===== src/rtl/sync_fifo_param.sv =====
// Single-clock FIFO with registered occupancy/threshold flags and one-cycle error pulses.
// Define SYNC_FIFO_FWFT_EN for first-word fall-through reads; default is 1-cycle registered reads.
module sync_fifo_param #(
  parameter int DATA_WIDTH = 8,
  parameter int DEPTH      = 16,
  parameter int AF_LEVEL   = DEPTH - 2,
  parameter int AE_LEVEL   = 2
) (
  input  logic                       clk,
  input  logic                       rst,
  input  logic                       wr_en,
  input  logic [DATA_WIDTH-1:0]      data_in,
  input  logic                       rd_en,
  output logic [DATA_WIDTH-1:0]      data_out,
  output logic                       full,
  output logic                       empty,
  output logic                       almost_full,
  output logic                       almost_empty,
  output logic [$clog2(DEPTH):0]     count,
  output logic                       overflow,
  output logic                       underflow
);

  localparam int AW = $clog2(DEPTH);
  localparam int CW = AW + 1;
  localparam logic [AW:0]   PTR_ONE = 1;
  localparam logic [CW-1:0] CNT_ONE = 1;
  localparam logic [CW-1:0] AF_C    = CW'(AF_LEVEL);
  localparam logic [CW-1:0] AE_C    = CW'(AE_LEVEL);

  // Handshake: a write is taken when wr_en=1 and (full=0 or a read is taken in the
  // same cycle); a read is taken when rd_en=1 and empty=0. Rejected requests raise
  // overflow/underflow for one cycle and leave pointers and storage untouched.
  logic [DATA_WIDTH-1:0] mem_q [DEPTH];

  logic [AW:0]   wr_ptr_q, wr_ptr_d;
  logic [AW:0]   rd_ptr_q, rd_ptr_d;
  logic [CW-1:0] count_q, count_d;
  logic          full_q, full_d;
  logic          empty_q, empty_d;
  logic          af_q, af_d;
  logic          ae_q, ae_d;
  logic          overflow_q, overflow_d;
  logic          underflow_q, underflow_d;
  logic          rd_accept;
  logic          wr_accept;
  logic [AW-1:0] rd_addr;
  logic [AW-1:0] wr_addr;

  assign rd_addr = rd_ptr_q[AW-1:0];
  assign wr_addr = wr_ptr_q[AW-1:0];

  always_comb begin
    rd_accept   = rd_en && !empty_q;
    wr_accept   = wr_en && (!full_q || rd_accept);
    wr_ptr_d    = wr_ptr_q;
    rd_ptr_d    = rd_ptr_q;
    count_d     = count_q;
    if (wr_accept) wr_ptr_d = wr_ptr_q + PTR_ONE;
    if (rd_accept) rd_ptr_d = rd_ptr_q + PTR_ONE;
    case ({wr_accept, rd_accept})
      2'b10:   count_d = count_q + CNT_ONE;
      2'b01:   count_d = count_q - CNT_ONE;
      default: count_d = count_q;
    endcase
    overflow_d  = wr_en && !wr_accept;
    underflow_d = rd_en && empty_q;
    if (rst) begin
      wr_ptr_d    = '0;
      rd_ptr_d    = '0;
      count_d     = '0;
      overflow_d  = 1'b0;
      underflow_d = 1'b0;
    end
    // Equal addresses with differing wrap bits means full; identical pointers means
    // empty. This agrees with count_d == DEPTH / count_d == 0 by construction.
    full_d  = (wr_ptr_d[AW] != rd_ptr_d[AW]) && (wr_ptr_d[AW-1:0] == rd_ptr_d[AW-1:0]);
    empty_d = (wr_ptr_d == rd_ptr_d);
    af_d    = (count_d >= AF_C);
    ae_d    = (count_d <= AE_C);
  end

  always_ff @(posedge clk) begin
    wr_ptr_q    <= wr_ptr_d;
    rd_ptr_q    <= rd_ptr_d;
    count_q     <= count_d;
    full_q      <= full_d;
    empty_q     <= empty_d;
    af_q        <= af_d;
    ae_q        <= ae_d;
    overflow_q  <= overflow_d;
    underflow_q <= underflow_d;
  end

  // Storage is deliberately not reset; pointers guarantee stale words are never read.
  always_ff @(posedge clk) begin
    if (wr_accept && !rst) mem_q[wr_addr] <= data_in;
  end

`ifdef SYNC_FIFO_FWFT_EN
  assign data_out = empty_q ? '0 : mem_q[rd_addr];
`else
  logic [DATA_WIDTH-1:0] data_out_q, data_out_d;

  always_comb begin
    data_out_d = data_out_q;
    if (rd_accept) data_out_d = mem_q[rd_addr];
    if (rst)       data_out_d = '0;
  end

  always_ff @(posedge clk) begin
    data_out_q <= data_out_d;
  end

  assign data_out = data_out_q;
`endif

  assign full         = full_q;
  assign empty        = empty_q;
  assign almost_full  = af_q;
  assign almost_empty = ae_q;
  assign count        = count_q;
  assign overflow     = overflow_q;
  assign underflow    = underflow_q;

endmodule


===== config.mk =====
export PLATFORM = sky130hd
export DESIGN_NAME = sync_fifo_param
export DESIGN_NICKNAME = d
export VERILOG_FILES = /design/src/rtl/sync_fifo_param.sv
export SDC_FILE = /design/constraint.sdc
export NUM_CORES = 1
export LEC_CHECK = 0
export BUFFER_PORTS_ARGS = -buffer_cell sky130_fd_sc_hd__buf_4
export CORE_UTILIZATION = 40
export CTS_BUF_LIST = sky130_fd_sc_hd__clkbuf_4 sky130_fd_sc_hd__clkbuf_8
export DETAILED_ROUTE_END_ITERATION = 7
export MAX_ROUTING_LAYER = met4
export PLACE_DENSITY = 0.59
export SLEW_MARGIN = 20
export SYNTH_ARGS = -nofsm -noshare
export SYNTH_HDL_FRONTEND = slang
export SYNTH_SLANG_ARGS = --single-unit

===== constraint.sdc =====
create_clock -name clk -period 2.9 [get_ports clk]
set_clock_uncertainty 0.15 [all_clocks]
set_input_delay 0.29 -clock clk [delete_from_list [all_inputs] [get_ports clk]]
set_output_delay 0.29 -clock clk [all_outputs]
set_load 0.05 [all_outputs]

# After elaboration in Yosys (flattened, before gate mapping)
# Memories as Yosys holds them, arrays and structs flattened. A register that Yosys moved wholly into a read port is not among the register bits.
# Index checks and enable logic that the tools add are counted.
[word_totals]
reg_bits = 21
ram_bits = 128
elab_cells = 40
n_memories = 1
[op_classes]
addsub = 4
n_lt_le_gt_ge = 2
n_eq_ne = 5
mux = 8
n_reduce_logical = 11
[mem_list]
columns = ["memory", "depth", "width", "read_ports", "rd_ports_with_merged_regs", "wr", "line", "rtl"]
rows = [
  ["mem_q", 16, 8, 1, 1, 1, "34", "logic [DATA_WIDTH-1:0] mem_q [DEPTH];"],
]
[op_table]
columns = ["op", "count"]
rows = [
  ["two-way mux 5 bit", 5],
  ["adder 5 x 1 -> 5 bit, second input constant", 3],
  ["case mux 5 bit (2 select lines)", 1],
  ["logical AND 1 bit", 6],
  ["equality test 5 bit", 1],
  [">= comparator 5 x 4 -> 1 bit, second input constant", 1],
  ["<= comparator 5 x 2 -> 1 bit, second input constant", 1],
  ["subtractor 5 x 1 -> 5 bit, second input constant", 1],
  ["equality test 4 bit", 1],
  ["zero test 1 bit", 4],
  ["equality test 2 x 1 -> 1 bit, second input constant", 1],
  ["equality test 2 bit, second input constant", 1],
  ["two-way mux 1 bit", 2],
  ["logical OR 1 bit", 1],
  ["!= test 1 bit", 1],
]

# Logic depth before layout (Yosys ltp)
# Gate-level depths: netlist of the first run.
[logic_depth]
word_depth = 8
mapped_depth = 13

# Worst setup path after synthesis of the first run
# OpenSTA, ideal clock, no wires.
[synth_path]
path_kind = "reg2reg"
start = "register empty_q (netlist: empty)"
end = "register ae_q (netlist: almost_empty)"
setup_ps = 100
t_arrival_ps = 2900
t_required_ps = 2650
path_slack_ps = -249
path_stages_with_launch = 14
period_less_slack_ps = 3149
path_cell_list = "dfxtp_1 nand2b_4 inv_2 o21ai_2 ha_1 buf_2 xor2_1 ha_1 or3b_1 o2111ai_2 a21oi_2 xnor2_2 nor2_2 a2111oi_4"
[synth_between]
elab_chain_cells = 8
[synth_rtl]
columns = ["element", "line", "rtl"]
rows = [
  ["from (decl)", "40", "logic empty_q, empty_d;"],
  ["from (signal assigned)", "88", "empty_q <= empty_d;"],
  ["zero test 1 bit *", "54", "rd_accept = rd_en && !empty_q;"],
  ["logical AND 1 bit *", "54", ""],
  ["via rd_accept", "45", "logic rd_accept;"],
  ["logical OR 1 bit", "55", "wr_accept = wr_en && (!full_q || rd_accept);"],
  ["logical AND 1 bit", "55", ""],
  ["equality test 2 x 1 -> 1 bit / equality test 2 bit (equally long branches)", "61", "case ({wr_accept, rd_accept})"],
  ["case mux 5 bit (2 select lines) *", "61", ""],
  ["two-way mux 5 bit *", "68", "if (rst) begin"],
  ["via count_d[4]", "38", "logic [CW-1:0] count_q, count_d;"],
  ["<= comparator 5 x 2 -> 1 bit *", "80", "ae_d = (count_d <= AE_C);"],
  ["via ae_d", "42", "logic ae_q, ae_d;"],
  ["to (signal assigned)", "90", "ae_q <= ae_d;"],
  ["to (decl)", "42", ""],
]
# The timed path passes the listed nets; every way through them passes the cells marked *.
# A chain may end at the register's enable or synchronous reset.

# Worst setup path after layout of the first run
[layout_path]
start = "input port rd_en"
end = "register ae_q (netlist: almost_empty)"
[layout_between]
elab_chain_cells = 7
[layout_rtl]
columns = ["element", "line", "rtl"]
rows = [
  ["from (decl)", "13", "input logic rd_en,"],
  ["logical AND 1 bit *", "54", ""],
  ["via rd_accept", "45", ""],
  ["logical OR 1 bit", "55", ""],
  ["logical AND 1 bit", "55", ""],
  ["equality test 2 x 1 -> 1 bit / equality test 2 bit (equally long branches)", "61", ""],
  ["case mux 5 bit (2 select lines) *", "61", ""],
  ["two-way mux 5 bit *", "68", ""],
  ["via count_d[4]", "38", ""],
  ["<= comparator 5 x 2 -> 1 bit *", "80", ""],
  ["via ae_d", "42", ""],
]
# Marked as above.

==> impl_metrics.toml, run 1 <==
[run_status]
status = "finished, final reports clean"

[clock_tree]
numCtsBuffers = 17
post-cts-setup-buffers = 0
cts_sinks = 157
cts.repair.resized = 0
htree_levels = 4
clk_pin_slew_ns = 0.09
clk_latency_ns = 0.44
cts-root-buf = "clkbuf_8"
cts_tree = "done"
clk_path_buf_depth = 2

[detailed_routing]
detail-route-antenna-nets = 0
dr.first_iter.drc_count = 217
drc_errors = 0
vias = 3372
wl_mm = 12.5
vias_per_cell = 5.15
dr.pass1.iters = 4
wl_per_cell_um = 19.1

[timing]
timing.fmax_ghz = 0.365
rsz0062_at_grt = "no"
tns_ns = 0
hold_viol_final = 0
period_share = 0.944
worst_slack_ns = 0.163
maxSlewViolCount = 0
relSlewSlack = 0.517
tightest_slew_ns = 0.722
period_needed_ns = 2.74
setup_viol = 0

[grt]
antenna_found_initial = 0
grt_max_degree = 36
overflow = 0
track_usage = 0.174
grt_pass1_wl_mm = 19.6
grt_pass1_vias = 3453

[place]
portBuffers = 30
routabilityCongestion = 0.771
placed_cell_area_um2 = 6910
post-place-ws_ns = 0.273
dp.cells = 613
hpwlAfterDp_mm = 7.86

[finish]
fill_cells = 1317
antenna_cells = 0
area_delta_synth_final_pct = 16.5
nNetsFinal = 451
mostFrequentLayoutCells = "edfxtp_1, buf_4, nor2_1"
drive_above_1_share = 0.275
final_cell_area_um2 = 7400
layout_commonest_cell = "edfxtp_1"
instances_no_fill = 655

[worst_setup_path]
cp-start-kind = "input port"
r2r-end = "almost_empty"
critical_path_class = "in2reg"
reg2reg_from = "empty"
cp_max_fo = 5
crit_arrival_ns = 2.93
rrSetupSlack_ns = 0.28
r2r_cells = 12
crit_required_ns = 3.09
critPathCaptureType = "flip-flop"

[logic_synthesis]
synth.ff_latch_count = 157
yosys_warnings = 0
syn_area_um2 = 6350
synth_cell_types = 43
synthCells = 367
ys.flop_type = "edfxtp_1"
syn_avg_cell_area_um2 = 17.3
ys_seq_area_frac = 0.696
synthesis.nets = 387
synth_edf_count = 128
synthArstFlopShare = 0

[die]
num_rows = 45
io_pins = 31
initial_core_util = 0.413
die_y_um = 128
fp.dieW_um = 128
die-area_um2 = 16400
core_area_um2 = 15400

[hold_path]
hold_start = "rst"
whs_path_depth = 2
worstHoldPathType = "in2reg"
hold_end = "underflow"

[power]
vdd_ir_drop_max_v = 0.000481
powerDensity_nw_per_um2 = 675
p_leak_nw = 2.49

[job]
max_cap_violations = 0
how the worst max path moves through the flow:
stage / start / cells past startpoint / slack [ns] / end
3_5_place_dp: rd_en / 13 / 0.27 / almost_empty
6_report: rd_en / 14 / 0.16 / almost_empty
2_1_floorplan: empty / 13 / 0.03 / almost_empty
5_1_grt: rd_en / 14 / 0.03 / almost_empty
4_1_cts: rd_en / 14 / 0.19 / almost_empty
3_3_place_gp: rd_en / 13 / 0.33 / almost_empty
cell usage after synthesis, types with 2 or more instances:
| cell type | instances | area, um^2 |
|---|---|---|
| nand3_1 | 4 | 20.0 |
| nor2b_1 | 2 | 12.5 |
| edfxtp_1 | 128 | 3840 |
| a21oi_1 | 20 | 100 |
| clkbuf_1 | 3 | 11.3 |
| nand4_1 | 3 | 18.8 |
| a21oi_2 | 3 | 26.3 |
| nor3_1 | 5 | 25.0 |
| mux4_1 | 11 | 289 |
| buf_12 | 3 | 60.1 |
| xor2_1 | 8 | 70.1 |
| dfxtp_1 | 29 | 581 |
| nor2_1 | 37 | 139 |
| xnor2_1 | 10 | 87.6 |
| buf_6 | 2 | 22.5 |
| a22oi_1 | 16 | 120 |
| nand2b_1 | 2 | 12.5 |
| o21ai_0 | 3 | 15.0 |
| buf_2 | 10 | 50.1 |
| a31oi_1 | 2 | 12.5 |
| nor4b_1 | 2 | 17.5 |
| mux2i_1 | 2 | 20.0 |
| buf_1 | 2 | 7.51 |
| nand2_1 | 10 | 37.5 |
| nor2_2 | 2 | 12.5 |
| ha_1 | 8 | 100 |
| inv_1 | 4 | 15.0 |
| mux4_2 | 21 | 473 |
state kept, by name, indices dropped and copies added (netlist names):
| signal | count |
|---|---|
| almost_full | 1 |
| underflow | 1 |
| wr_ptr_q | 5 |
| count | 5 |
| rd_ptr_q | 5 |
| almost_empty | 1 |
| data_out | 8 |
| empty | 1 |
| overflow | 1 |
| full | 1 |
| mem_q | 128 |
metal layers:
| layer | GRT usage | part of all wire | vias to the layer above |
|---|---|---|---|
| li1 | - | - | 1562 |
| met1 | 0.216 | 0.44 | 1717 |
| met2 | 0.275 | 0.49 | 77 |
| met3 | 0.0501 | 0.052 | 16 |
| met4 | 0.0567 | 0.014 | 0 |
| met5 | - | 0 | - |
what timing repair did:
item,4_1_cts,5_1_grt
hold buffers,10,0
setup endpoints to repair,0,0
endpoints found under the hold margin,130,0
logic make-up after synthesis:
group	share of synthesized area
compound gates	0.0563
xor+xnor	0.0274
fa+ha+maj	0.0158
buf+inv	0.0280
flops	0.696
mux	0.123
simple gates	0.0530
metrics by stage:
stage / hold slack [ns] / power [mW] / utilization
after detailed placement: 0.311 / 3.43 / 0.449
after floorplan: 0.234 / 3.23 / -
after CTS: 0.0553 / 5.07 / 0.482
final: 0.0763 / 4.99 / 0.482
after global routing: 0.0601 / 5.20 / 0.482
after global placement: 0.315 / 3.42 / 0.449
report_power, final:
group | switching (mW) | total, mW | internal [mW]
Combinational | 0.469 | 0.813 | 0.345
Sequential | 0.0597 | 2.56 | 2.50
Clock | 0.843 | 1.62 | 0.779
Total | 1.37 | 4.99 | 3.62
critical path, cell delays in order:
cell and delay, ns:
dlygate4sd3_1 0.54, buf_4 0.15, nand2b_4 0.06, inv_2 0.06
o21ai_2 0.13, ha_1 0.19, xor2_1 0.15, ha_1 0.23
or3b_1 0.38, o2111ai_2 0.10, a21oi_2 0.09, xnor2_2 0.14
nor2_2 0.08, a2111oi_4 0.33
final cells by class:
cell class,instances,area [um^2],area share
sequential,157,4430,0.598
multi-input combinational,184,1750,0.236
timing repair buffer,66,546,0.0737
tap,211,264,0.0357
clock buffer,17,234,0.0316
clock inverter,15,160,0.0216
inverter,5,18.8,0.00254
(Power assumes the default switching activity.)
==> run 2, diff against run 1 <==
Settings changed: MAX_ROUTING_LAYER met4 to default.
==> impl_metrics.toml, run 2 (synthesized netlist as in run 1, its figures left out) <==
[timing]
setup_viol = 0
tightest_slew_ns = 0.732
rsz0062_at_grt = "no"
relSlewSlack = 0.510
period_needed_ns = 2.74
tns_ns = 0
maxSlewViolCount = 0
hold_slack_ns = 0.0739
timing.fmax_ghz = 0.365
hold_viol_final = 0
period_share = 0.945

[finish]
fin_util = 0.482
regMostFlops = "mem_q"
area_delta_synth_final_pct = 16.5
antenna_cells = 0
drive_above_1_share = 0.275
largest_reg_flops = 128
mostFrequentLayoutCells = "edfxtp_1, buf_4, nor2_1"
nNetsFinal = 451
fill_cells = 1317
layout_commonest_cell = "edfxtp_1"
instances_no_fill = 655

[die]
initial_core_util = 0.413
fp.dieW_um = 128
die_y_um = 128
io_pins = 31
num_rows = 45
die-area_um2 = 16400
core_area_um2 = 15400

[detailed_routing]
vias = 3353
wl_mm = 12.6
detail-route-antenna-nets = 0
dr.pass1.iters = 4
wl_per_cell_um = 19.2
drc_errors = 0
dr.first_iter.drc_count = 185
vias_per_cell = 5.12

[clock_tree]
htree_levels = 4
cts_tree = "done"
clk_path_buf_depth = 2
post-cts-setup-buffers = 0
numCtsBuffers = 17
cts_sinks = 157
cts-root-buf = "clkbuf_8"
clk_latency_ns = 0.44
clk_pin_slew_ns = 0.09

[power]
vdd_ir_drop_max_v = 0.000482
p_leak_nw = 2.49
powerDensity_nw_per_um2 = 675
power_mw = 5.00

[worst_setup_path]
cp_slowest_stage_delay_ns = 0.54
cp-start-kind = "input port"
cp_max_fo = 5
critPathMostFrequentCell = "ha_1"
critical_path_class = "in2reg"
critical-path-top-delay-family = "buffers and inverters"
crit_arrival_ns = 2.93
crit_required_ns = 3.09
cp_slowest_cell = "dlygate4sd3_1"
crit_buf_inv = 3
crit_chain = "dlygate4sd3_1, buf_4, nand2b_4, inv_2, o21ai_2, ha_1, xor2_1, ha_1, or3b_1, o2111ai_2, a21oi_2, xnor2_2, nor2_2, a2111oi_4"
critPathCaptureType = "flip-flop"

[grt]
track_usage = 0.169
antenna_found_initial = 0
grt_max_degree = 36
grt_pass1_vias = 3443
overflow = 0
grt_pass1_wl_mm = 19.7

[job]
max_cap_violations = 0

[place]
routabilityCongestion = 0.761
dp.cells = 613
hpwlAfterDp_mm = 7.86
portBuffers = 30

[run_status]
status = "finished, final reports clean"

[hold_path]
worstHoldPathType = "in2reg"
[run 2: cell counts in the layout (fill, tap and decap cells not counted)]
No cell type changed its count.
[run 2: worst reg2reg max path, delay by kind of cell, from the launching register on]
| family | cells | cell delay (ns) |
|---|---|---|
| and+or+nand+nor | 3 | 0.60 |
| adders and majority gates | 2 | 0.44 |
| DFF | 1 | 0.35 |
| buffers and inverters | 1 | 0.10 |
| xor gates and xnor gates | 2 | 0.30 |
| AOI/OAI and AO/OA | 4 | 0.60 |
[run 2: worst paths after layout]
| kind | cells after the start | to | start | slack (ns) |
|---|---|---|---|---|
| max | 14 | almost_empty | rd_en | 0.16 |
| min reg2reg | 2 | underflow | empty | 0.32 |
| min | 2 | underflow | rst | 0.07 |
| max reg2reg | 12 | almost_empty | empty | 0.28 |
[run 2: power by group]
group / total (mW) / switching, mW / internal (mW)
logic: 0.813 / 0.468 / 0.345
registers: 2.56 / 0.0599 / 2.50
clock network: 1.62 / 0.844 / 0.779
total: 5.00 / 1.37 / 3.62
[run 2: routing by layer]
metal | up-vias | share of wire | global-route usage
li1 | 1562 | - | -
met4 | 0 | 0.013 | 0.0567
met1 | 1715 | 0.45 | 0.215
met2 | 62 | 0.49 | 0.276
met5 | - | 0 | 0
met3 | 14 | 0.042 | 0.0501
[run 2: cell type report]
cell class | instances | area [um^2] | share of cell area
clock inverters | 15 | 160 | 0.0216
multi-input cells | 184 | 1750 | 0.236
clock buffers | 17 | 234 | 0.0316
flip-flops and latches | 157 | 4430 | 0.598
well taps | 211 | 264 | 0.0357
inverters | 5 | 18.8 | 0.00254
repair buffers | 66 | 546 | 0.0737
[run 2: repair_timing]
action                                 in CTS  in global routing
endpoints found under the hold margin     130                  0
resized for setup                           0                  0
hold buffers                               10                  0
[run 2: per-stage QoR]
step	worst slack (ns)	cell area (um^2)
2_1_floorplan	0.0314	6360
3_3_place_gp	0.331	6910
3_5_place_dp	0.273	6910
4_1_cts	0.187	7400
5_1_grt	0.0241	7400
6_report	0.158	7400
==> run 3, diff against run 2 <==
Settings changed: BUFFER_PORTS_ARGS -buffer_cell sky130_fd_sc_hd__buf_4 to -buffer_cell sky130_fd_sc_hd__clkbuf_2.
==> impl_metrics.toml, run 3 (synthesized netlist as in run 1, its figures left out) <==
[run_status]
status = "finished, final reports clean"

[finish]
mostFrequentLayoutCells = "edfxtp_1, nor2_1, clkbuf_2"
fill_cells = 1329
layout_commonest_cell = "edfxtp_1"
antenna_cells = 0
area_delta_synth_final_pct = 13.3
fin_util = 0.468
drive_above_1_share = 0.279
largest_reg_flops = 128
nNetsFinal = 441
regMostFlops = "mem_q"

[timing]
timing.fmax_ghz = 0.368
relSlewSlack = 0.506
tns_ns = 0
maxSlewViolCount = 0
rsz0062_at_grt = "no"
tightest_slew_ns = 0.740
period_share = 0.938
hold_viol_final = 0
setup_viol = 0
period_needed_ns = 2.72

[grt]
track_usage = 0.169
overflow = 0
antenna_found_initial = 0
grt_pass1_vias = 3438
grt_max_degree = 36
grt_pass1_wl_mm = 19.6

[clock_tree]
clk_path_buf_depth = 2
htree_levels = 4
clk_latency_ns = 0.44
numCtsBuffers = 17
post-cts-setup-buffers = 0
cts_sinks = 157
cts_tree = "done"
cts-root-buf = "clkbuf_8"
clk_pin_slew_ns = 0.08

[detailed_routing]
detail-route-antenna-nets = 0
dr.first_iter.drc_count = 197
drc_errors = 0
vias = 3334
vias_per_cell = 5.18
wl_mm = 12.5
wl_per_cell_um = 19.4
dr.pass1.iters = 4

[place]
hpwlAfterDp_mm = 8.04
routabilityCongestion = 0.740
portBuffers = 30

[power]
vdd_ir_drop_max_v = 0.000611
powerDensity_nw_per_um2 = 668
p_leak_nw = 2.42

[worst_setup_path]
crit_arrival_ns = 2.91
crit_buf_inv = 3
cp-start-kind = "input port"
critical-path-top-delay-family = "buffers and inverters"
cp_max_fo = 4
critical_path_class = "in2reg"
cp_slowest_stage_delay_ns = 0.54
crit_chain = "dlygate4sd3_1, clkbuf_2, nand2b_4, inv_2, o21ai_2, ha_1, xor2_1, ha_2, or3b_1, o2111ai_2, a21oi_2, xnor2_2, nor2_2, a2111oi_4"
crit_required_ns = 3.09
critPathCaptureType = "flip-flop"
cp_slowest_cell = "dlygate4sd3_1"

[job]
max_cap_violations = 0

[die]
initial_core_util = 0.413
core_area_um2 = 15400
die_y_um = 128
fp.dieW_um = 128
die-area_um2 = 16400
io_pins = 31
num_rows = 45

[hold_path]
worstHoldPathType = "in2reg"
==> run 3: routing by layer <==
metal,global-route usage,part of all wire,vias to the layer above,wire length (um)
met5,0,0,-,0
met4,0.0630,0.013,0,167
li1,-,-,1544,-
met2,0.280,0.50,66,6300
met1,0.218,0.45,1714,5640
met3,0.0376,0.031,10,390
==> run 3: path summary, 6_finish.rpt <==
path         startpoint      endpoint  slack (ns)  cells after the start
max               rd_en  almost_empty        0.18                     14
min               wr_en      overflow        0.06                      2
max reg2reg       empty  almost_empty        0.32                     12
min reg2reg       empty     underflow        0.32                      2
==> run 3: stage by stage <==
stage | setup WS (ns) | instance area, um^2 | hold slack (ns) | power, mW | instances
after floorplan | 0.0314 | 6360 | 0.234 | 3.23 | 367
after global placement | 0.346 | 6830 | 0.308 | 3.38 | 612
after detailed placement | 0.284 | 6830 | 0.319 | 3.39 | 612
after CTS | 0.198 | 7190 | 0.0161 | 4.85 | 644
after global routing | 0.0131 | 7200 | 0.0344 | 5.00 | 644
final | 0.179 | 7200 | 0.0553 | 4.80 | 644
==> run 3: report_power, final <==
group          internal, mW  switching, mW  total [mW]
Sequential             2.50         0.0562        2.56
Clock                 0.711          0.766        1.48
Combinational         0.304          0.467       0.770
==> run 3: layout make-up <==
class                   instances  area, um^2  area share
flip-flops and latches        157        4430       0.616
well taps                     211         264      0.0367
multi-input cells             184        1750       0.244
clock inverters                10        92.6      0.0129
repair buffers                 56         373      0.0518
inverters                       5        18.8     0.00261
clock buffers                  21         264      0.0367
==> run 3: worst reg2reg max path: stages, from the launching register on <==
cell	delay, ns
dfxtp_4	0.36
nand2b_4	0.12
inv_2	0.05
o21ai_2	0.13
ha_1	0.20
xor2_1	0.17
ha_2	0.23
or3b_1	0.36
o2111ai_2	0.10
a21oi_2	0.10
xnor2_2	0.14
nor2_2	0.08
a2111oi_4	0.32
==> run 3: repair_timing <==
item	in CTS	in global routing
endpoints found under the setup margin	0	1
hold endpoints to repair	1	0
hold buffers	1	0
gates resized for setup	0	1
